===== config.mk =====
export PLATFORM = sky130hd
export DESIGN_NAME = gcd_controller_flat
export DESIGN_NICKNAME = d
export VERILOG_FILES = /design/src/rtl/gcd_pkg.sv /design/src/rtl/gcd_if.sv /design/src/rtl/gcd_iter_cnt.sv /design/src/rtl/gcd_controller.sv /design/src/flat_wrapper.sv
export SDC_FILE = /design/constraint.sdc
export NUM_CORES = 1
export LEC_CHECK = 0
export ABC_AREA = 1
export BUFFER_PORTS_ARGS = -buffer_cell sky130_fd_sc_hd__buf_4
export CORE_ASPECT_RATIO = 0.8
export CORE_MARGIN = 5
export CORE_UTILIZATION = 51
export DETAILED_ROUTE_END_ITERATION = 6
export GPL_TIMING_DRIVEN = 0
export PLACE_DENSITY = 0.73
export SYNTH_ARGS = -nofsm -noshare
export SYNTH_HDL_FRONTEND = slang
export SYNTH_SLANG_ARGS = --single-unit

===== constraint.sdc =====
create_clock -name clk -period 1.5 [get_ports clk]
set_clock_uncertainty 0.15 [all_clocks]
set_input_delay 0.225 -clock clk [delete_from_list [all_inputs] [get_ports clk]]
set_output_delay 0.225 -clock clk [all_outputs]
set_load 0.01 [all_outputs]

===== src/rtl/gcd_pkg.sv =====
// ---------------------------------------------------------------------------
// gcd_pkg
// Shared definitions for the subtractive GCD controller and its datapath.
//   ctrlState_e : controller state encoding (3 bits)
//   SEL_*       : mux-select constants used by controller and datapath
//   flagsOneHot : true when exactly one of the gt/lt/eq flags is set
// ---------------------------------------------------------------------------
package gcd_pkg;

  typedef enum logic [2:0] {
    IDLE   = 3'd0,
    LOAD_A = 3'd1,
    LOAD_B = 3'd2,
    CHECK  = 3'd3,
    SUB_A  = 3'd4,
    SUB_B  = 3'd5,
    DONE   = 3'd6,
    ERR    = 3'd7
  } ctrlState_e;

  // Subtractor operand muxes: pick register A or register B.
  localparam logic SEL_A    = 1'b0;
  localparam logic SEL_B    = 1'b1;
  // Bus mux: external data or subtractor result.
  localparam logic SEL_DATA = 1'b1;
  localparam logic SEL_SUB  = 1'b0;

  // A well-behaved comparator raises exactly one flag; anything else means
  // the datapath is broken or being driven from outside.
  function automatic logic flagsOneHot(input logic gt, input logic lt,
                                       input logic eq);
    return (gt ^ lt ^ eq) && !(gt && lt && eq);
  endfunction

endpackage


===== src/rtl/gcd_if.sv =====
// ---------------------------------------------------------------------------
// gcd_if
// Control bundle between the GCD controller, its requester and the datapath.
//   start                 : run request from the requester
//   gt / lt / eq          : comparator flags from the datapath
//   ldA / ldB             : register load enables to the datapath
//   sel1 / sel2 / sel_in  : datapath mux selects
//   busy / done / err     : status back to the requester
// Modports:
//   master : controller side (drives enables, selects and status)
//   slave  : environment side (requester plus datapath)
// ---------------------------------------------------------------------------
interface gcd_if;

  logic start;
  logic gt;
  logic lt;
  logic eq;
  logic ldA;
  logic ldB;
  logic sel1;
  logic sel2;
  logic sel_in;
  logic busy;
  logic done;
  logic err;

  modport master (
    input  start, gt, lt, eq,
    output ldA, ldB, sel1, sel2, sel_in, busy, done, err
  );

  modport slave (
    output start, gt, lt, eq,
    input  ldA, ldB, sel1, sel2, sel_in, busy, done, err
  );

endinterface


===== src/rtl/gcd_iter_cnt.sv =====
// ---------------------------------------------------------------------------
// gcd_iter_cnt
// Saturating iteration counter used as the GCD loop watchdog.
// Parameters:
//   MAX_ITER : saturation value (counter width is clog2(MAX_ITER+1))
// Ports:
//   clk      : clock, rising edge
//   rst_n    : synchronous active-low reset, clears the count
//   clr_i    : clear the count (takes priority over inc_i)
//   inc_i    : advance the count by one unless already saturated
//   at_max_o : count has reached MAX_ITER
// ---------------------------------------------------------------------------
module gcd_iter_cnt #(
  parameter int MAX_ITER = 65535
) (
  input  logic clk,
  input  logic rst_n,
  input  logic clr_i,
  input  logic inc_i,
  output logic at_max_o
);

  localparam int CntW = (MAX_ITER < 1) ? 1 : $clog2(MAX_ITER + 1);
  localparam logic [CntW-1:0] CntMax = CntW'(MAX_ITER);

  logic [CntW-1:0] count_q;
  logic [CntW-1:0] count_d;

  assign at_max_o = (count_q == CntMax);

  // Next count: clear wins, and once the count sits at MAX_ITER it stays
  // there so the watchdog condition can never wrap back to "not expired".
  always_comb begin
    count_d = count_q;
    if (clr_i) begin
      count_d = '0;
    end else if (inc_i && !at_max_o) begin
      count_d = count_q + CntW'(1);
    end
  end

  // Count register with synchronous active-low reset.
  always_ff @(posedge clk) begin
    if (!rst_n) begin
      count_q <= '0;
    end else begin
      count_q <= count_d;
    end
  end

endmodule


===== src/rtl/gcd_controller.sv =====
// ---------------------------------------------------------------------------
// gcd_controller
// Control FSM for the 16-bit subtractive GCD datapath. Loads operand A then
// operand B from the bus, then alternates CHECK with SUB_A/SUB_B until the
// datapath reports A == B. A watchdog aborts runs that exceed MAX_ITER
// subtract steps (e.g. a zero operand), and illegal flag combinations abort
// immediately. All outputs are a pure decode of the state register.
// Parameters:
//   MAX_ITER : subtract steps allowed before the run ends in err
// Ports:
//   clk   : clock, rising edge
//   rst_n : synchronous active-low reset, returns to IDLE from any state
//   ctrl  : gcd_if.master bundle (start/flags in; enables, selects, status out)
// ---------------------------------------------------------------------------
module gcd_controller
  import gcd_pkg::*;
#(
  parameter int MAX_ITER = 65535
) (
  input  logic   clk,
  input  logic   rst_n,
  gcd_if.master  ctrl
);

  ctrlState_e state_q;
  ctrlState_e state_d;

  logic ldA;
  logic ldB;
  logic sel1;
  logic sel2;
  logic selIn;
  logic busy;
  logic done;
  logic err;
  logic cntClr;
  logic cntInc;
  logic atMax;

  // Watchdog: cleared at the start of every run, bumped once per subtract.
  gcd_iter_cnt #(
    .MAX_ITER (MAX_ITER)
  ) u_iterCnt (
    .clk      (clk),
    .rst_n    (rst_n),
    .clr_i    (cntClr),
    .inc_i    (cntInc),
    .at_max_o (atMax)
  );

  // State register; reset lands in IDLE even in the middle of a loop.
  always_ff @(posedge clk) begin
    if (!rst_n) begin
      state_q <= IDLE;
    end else begin
      state_q <= state_d;
    end
  end

  // Next-state and Moore output decode. Everything defaults to inactive so
  // each state only lists what it turns on. CHECK is kept as its own state
  // because the flags only reflect A and B one cycle after a load.
  always_comb begin
    state_d = state_q;
    ldA     = 1'b0;
    ldB     = 1'b0;
    sel1    = SEL_A;
    sel2    = SEL_A;
    selIn   = SEL_SUB;
    busy    = 1'b0;
    done    = 1'b0;
    err     = 1'b0;
    cntClr  = 1'b0;
    cntInc  = 1'b0;

    unique case (state_q)
      IDLE: begin
        if (ctrl.start) begin
          state_d = LOAD_A;
        end
      end

      LOAD_A: begin
        busy    = 1'b1;
        selIn   = SEL_DATA;
        ldA     = 1'b1;
        cntClr  = 1'b1;
        state_d = LOAD_B;
      end

      LOAD_B: begin
        busy    = 1'b1;
        selIn   = SEL_DATA;
        ldB     = 1'b1;
        state_d = CHECK;
      end

      // Equality finishes even when the watchdog has saturated; otherwise an
      // expired watchdog beats another subtract.
      CHECK: begin
        busy = 1'b1;
        if (!flagsOneHot(ctrl.gt, ctrl.lt, ctrl.eq)) begin
          state_d = ERR;
        end else if (ctrl.eq) begin
          state_d = DONE;
        end else if (atMax) begin
          state_d = ERR;
        end else if (ctrl.gt) begin
          state_d = SUB_A;
        end else begin
          state_d = SUB_B;
        end
      end

      SUB_A: begin
        busy    = 1'b1;
        sel1    = SEL_A;
        sel2    = SEL_B;
        selIn   = SEL_SUB;
        ldA     = 1'b1;
        cntInc  = 1'b1;
        state_d = CHECK;
      end

      SUB_B: begin
        busy    = 1'b1;
        sel1    = SEL_B;
        sel2    = SEL_A;
        selIn   = SEL_SUB;
        ldB     = 1'b1;
        cntInc  = 1'b1;
        state_d = CHECK;
      end

      DONE: begin
        busy    = 1'b1;
        done    = 1'b1;
        state_d = IDLE;
      end

      ERR: begin
        busy    = 1'b1;
        err     = 1'b1;
        state_d = IDLE;
      end

      default: begin
        state_d = IDLE;
      end
    endcase
  end

  assign ctrl.ldA    = ldA;
  assign ctrl.ldB    = ldB;
  assign ctrl.sel1   = sel1;
  assign ctrl.sel2   = sel2;
  assign ctrl.sel_in = selIn;
  assign ctrl.busy   = busy;
  assign ctrl.done   = done;
  assign ctrl.err    = err;

endmodule


===== src/flat_wrapper.sv =====
// flat-port wrapper written by rule: the top's interface ports become plain ports
module gcd_controller_flat import gcd_pkg::*;
#(
  parameter int MAX_ITER = 65535
)
  (clk, rst_n, ctrl_start, ctrl_gt, ctrl_lt, ctrl_eq, ctrl_ldA, ctrl_ldB, ctrl_sel1, ctrl_sel2, ctrl_sel_in, ctrl_busy, ctrl_done, ctrl_err);
  gcd_if ctrl_i ();
  input  logic clk;
  input  logic rst_n;
  input wire logic [$bits(ctrl_i.start)-1:0] ctrl_start;
  input wire logic [$bits(ctrl_i.gt)-1:0] ctrl_gt;
  input wire logic [$bits(ctrl_i.lt)-1:0] ctrl_lt;
  input wire logic [$bits(ctrl_i.eq)-1:0] ctrl_eq;
  output wire logic [$bits(ctrl_i.ldA)-1:0] ctrl_ldA;
  output wire logic [$bits(ctrl_i.ldB)-1:0] ctrl_ldB;
  output wire logic [$bits(ctrl_i.sel1)-1:0] ctrl_sel1;
  output wire logic [$bits(ctrl_i.sel2)-1:0] ctrl_sel2;
  output wire logic [$bits(ctrl_i.sel_in)-1:0] ctrl_sel_in;
  output wire logic [$bits(ctrl_i.busy)-1:0] ctrl_busy;
  output wire logic [$bits(ctrl_i.done)-1:0] ctrl_done;
  output wire logic [$bits(ctrl_i.err)-1:0] ctrl_err;
  assign ctrl_i.start = ctrl_start;
  assign ctrl_i.gt = ctrl_gt;
  assign ctrl_i.lt = ctrl_lt;
  assign ctrl_i.eq = ctrl_eq;
  assign ctrl_ldA = ctrl_i.ldA;
  assign ctrl_ldB = ctrl_i.ldB;
  assign ctrl_sel1 = ctrl_i.sel1;
  assign ctrl_sel2 = ctrl_i.sel2;
  assign ctrl_sel_in = ctrl_i.sel_in;
  assign ctrl_busy = ctrl_i.busy;
  assign ctrl_done = ctrl_i.done;
  assign ctrl_err = ctrl_i.err;
  gcd_controller #(.MAX_ITER(MAX_ITER)) u_core (.clk(clk), .rst_n(rst_n), .ctrl(ctrl_i));
endmodule

==> impl_metrics.yaml <==
setup_path:
  critPathRequiredTime_ps: 1120
  cpPeakStageDelay_ps: 390
  path_cells: "inv_4 -> nor2_4 -> inv_4 -> o21ai_2 -> buf_4"
  crit_slowest_cell: "dfxtp_4"
  cp-start-kind: "register"
  path_buf_inv: 3
  crit_type: "reg -> out"
  cp-end-kind: "output pin"
  crit_path_max_fanout: 6
  crit_top_cell: "inv_4"
  arrival_ps: 1230
  worst_path_dominant_cell_family: "flip-flops"
logic_synthesis:
  ys_seq_area_frac: 0.305
  syn-cell-area_sq_um: 1250
  synth_nets: 202
  synth-seq-cells: 19
  yosysUniqueCellTypes: 23
  ys_warn_count: 0
  syn_inst: 194
  avgSynthCellArea_sq_um: 6.42
layout:
  drive_above_1_share: 0.513
  final-seq-area_sq_um: 430
  antenna_cells: 0
  layout.cells.non_filler: 257
  n_fill_cell: 175
  multiInputGateArea_sq_um: 940
  nets: 239
  area.growth.synth_to_final_pct: 46.0
outcome:
  status: "finished with violations"
  violations: "negative setup slack"
die:
  core_region_area_sq_um: 2400
  io_pins: 14
  die_x_microns: 65.3
  dieArea_sq_um: 3540
  dieHeight_microns: 54.2
  start_util: 0.519
  rows: 16
clock_network:
  numClockSinks: 19
  clock_path_buffers: 2
  clk_pin_slew_ps: 120
  root_buffer: "clkbuf_4"
  tritoncts: "built"
  cts_buffers: 3
  h-tree-depth: 1
  clock_latency_ps: 320
grt:
  grt_first_pass_wirelength_mm: 5.91
  grtUsageTotal: 0.221
  grt_overflow_total: 0
  grt_pass1_vias: 1300
  antenna_found_initial: 0
  grt_max_degree: 12
job:
  maxCapViolations: 0
pwr:
  ir_drop_mv: 0.609
  p_total_mw: 1.12
  powerDensity_nw_per_um2: 616
  power.leakage_nw: 0.743
timing:
  max_freq_mhz: 623
  rsz0062_at_grt: "true"
  slew_headroom: 0.785
  worstMarginPinSlew_ps: 322
  fin_ws_ps: -104
  period_minus_slack_ps: 1600
  finalHoldViolations: 0
  finalSetupViolCount: 21
  slew_violations: 0
  fin_crit_sh: 1.07
drt:
  vias_per_cell: 5.58
  totalWireLength_mm: 3.83
  first_iter_violations: 105
  drtPass1Iterations: 4
  vias: 1434
  drtAntennaViolNets: 0
  drc: 0
  wire_per_inst_microns: 14.9
worst_hold_path:
  hold_class: "in -> reg"
placed_design:
  dpl.cell_count: 234
  place_hpwl_mm: 2.16
  gp_congestion: 0.843
  port_buffers: 13
[tightest hold or removal path, cell delays in order]
cell,delay [ps]
buf_4,80
nand3_1,70
nand2_1,60
a21oi_1,50
[synthesized netlist by cell type]
| master | number | area share |
|---|---|---|
| buf_6 | 1 | 0.0090 |
| nand3_2 | 1 | 0.0080 |
| a21oi_1 | 6 | 0.024 |
| buf_2 | 1 | 0.0040 |
| buf_8 | 1 | 0.012 |
| inv_1 | 14 | 0.042 |
| nand2_2 | 1 | 0.0050 |
| xor2_1 | 2 | 0.014 |
| dfxtp_1 | 19 | 0.31 |
| nand4_1 | 4 | 0.020 |
| a21oi_2 | 10 | 0.070 |
| nand2_1 | 69 | 0.21 |
| nor3_1 | 1 | 0.0040 |
| nor2_1 | 29 | 0.087 |
| ha_1 | 2 | 0.020 |
| xnor2_1 | 5 | 0.035 |
| nand3_1 | 7 | 0.028 |
| and3_1 | 1 | 0.0050 |
| nand2_4 | 2 | 0.018 |
| inv_2 | 5 | 0.015 |
| o21ai_0 | 8 | 0.032 |
| nor2_4 | 2 | 0.018 |
| nor2_2 | 3 | 0.015 |
[sequential cells by signal, indices dropped and copies added (netlist names)]
signal and cells:
u_core.state_q 3, u_core.u_iterCnt.count_q 16
[final cells by class]
| class | count | share of cell area |
|---|---|---|
| inverter | 19 | 0.0433 |
| sequential | 19 | 0.237 |
| clock inverter | 1 | 0.00275 |
| tap | 27 | 0.0186 |
| clock buffer | 3 | 0.0124 |
| multi-input combinational | 153 | 0.517 |
| timing repair buffer | 32 | 0.153 |
| buffer | 3 | 0.0172 |
[what timing repair did]
item,4_1_cts,5_1_grt
gates resized for setup,48,41
hold buffers,1,0
pin swaps,10,15
hold endpoints to repair,1,0
buffers inserted,14,3
gates cloned,1,1
setup endpoints to repair,20,26
[kinds of logic after synthesis]
| kind of cell | after synthesis | synth area share |
|---|---|---|
| XOR/XNOR | 7 | 0.0492 |
| flip-flops | 19 | 0.305 |
| AND/OR/NAND/NOR | 120 | 0.417 |
| AO/OA/AOI/OAI | 24 | 0.127 |
| buffers and inverters | 22 | 0.0823 |
| adder cells (fa/ha/maj) | 2 | 0.0201 |
[power breakdown]
| group | total [mW] | switching, mW | internal [mW] |
|---|---|---|---|
| clock | 0.290 | 0.190 | 0.100 |
| combinational | 0.297 | 0.174 | 0.123 |
| sequential | 0.534 | 0.0273 | 0.507 |
| total | 1.12 | 0.391 | 0.730 |
[placed cells by master, fill, tap and decap left out]
| cell type | synthesis | layout |
|---|---|---|
| buf_16 | 0 | 1 |
| nand4_1 | 4 | 4 |
| nor2_1 | 29 | 19 |
| nor2_2 | 3 | 8 |
| nor3_1 | 1 | 1 |
| dfxtp_2 | 0 | 7 |
| ha_1 | 2 | 1 |
| nand2_2 | 1 | 16 |
| a21oi_1 | 6 | 4 |
| nand2_1 | 69 | 50 |
| o21ai_2 | 0 | 4 |
| xnor2_2 | 0 | 1 |
| inv_4 | 0 | 3 |
| and3_1 | 1 | 1 |
| buf_8 | 1 | 1 |
| nand2_8 | 0 | 1 |
| clkinv_2 | 0 | 1 |
| a21oi_2 | 10 | 12 |
| xor2_1 | 2 | 2 |
| dfxtp_4 | 0 | 11 |
| dfxtp_1 | 19 | 1 |
| nor2_4 | 2 | 7 |
| nand2_4 | 2 | 5 |
| ha_4 | 0 | 1 |
| dlygate4sd3_1 | 0 | 1 |
| buf_4 | 0 | 26 |
| inv_1 | 14 | 13 |
| clkbuf_4 | 0 | 3 |
| nand3_4 | 0 | 1 |
| xnor2_1 | 5 | 4 |
| o21ai_0 | 8 | 3 |
| inv_2 | 5 | 3 |
| nand3_1 | 7 | 7 |
| buf_6 | 1 | 5 |
| buf_2 | 1 | 1 |
| o21ai_1 | 0 | 1 |
[per-layer routing]
metal / wire length [microns] / vias up / global-route usage
met5: 0 / - / 0
met4: 76 / 0 / 0.0690
met3: 265 / 8 / 0.0513
met2: 1930 / 53 / 0.412
met1: 1570 / 683 / 0.255
li1: - / 690 / -
[worst paths after layout]
path	endpoint	from	slack, ps	cells past startpoint
setup / recovery	ctrl_ldB	u_core.state_q[2]	-100	5
setup reg to reg	u_core.u_iterCnt.count_q[10]	u_core.u_iterCnt.count_q[0]	-90	9
hold reg to reg	u_core.u_iterCnt.count_q[6]	u_core.u_iterCnt.count_q[6]	350	2
hold / removal	u_core.state_q[0]	ctrl_gt	30	4
[stage by stage]
stage / setup slack [ps] / TNS, ps / hold WS, ps / utilization / instance area [sq um]
after detailed placement: -158 / -1570 / 351 / 0.580 / 1390
after floorplan: 12.6 / 0 / 207 / - / 1260
after CTS: -73.4 / -213 / 43.4 / 0.696 / 1670
final: -104 / -1210 / 34.7 / 0.757 / 1820
after global placement: -106 / -1180 / 342 / 0.580 / 1390
after global routing: -180 / -2610 / 31.3 / 0.757 / 1820
Power figures use the tool's default switching activity.
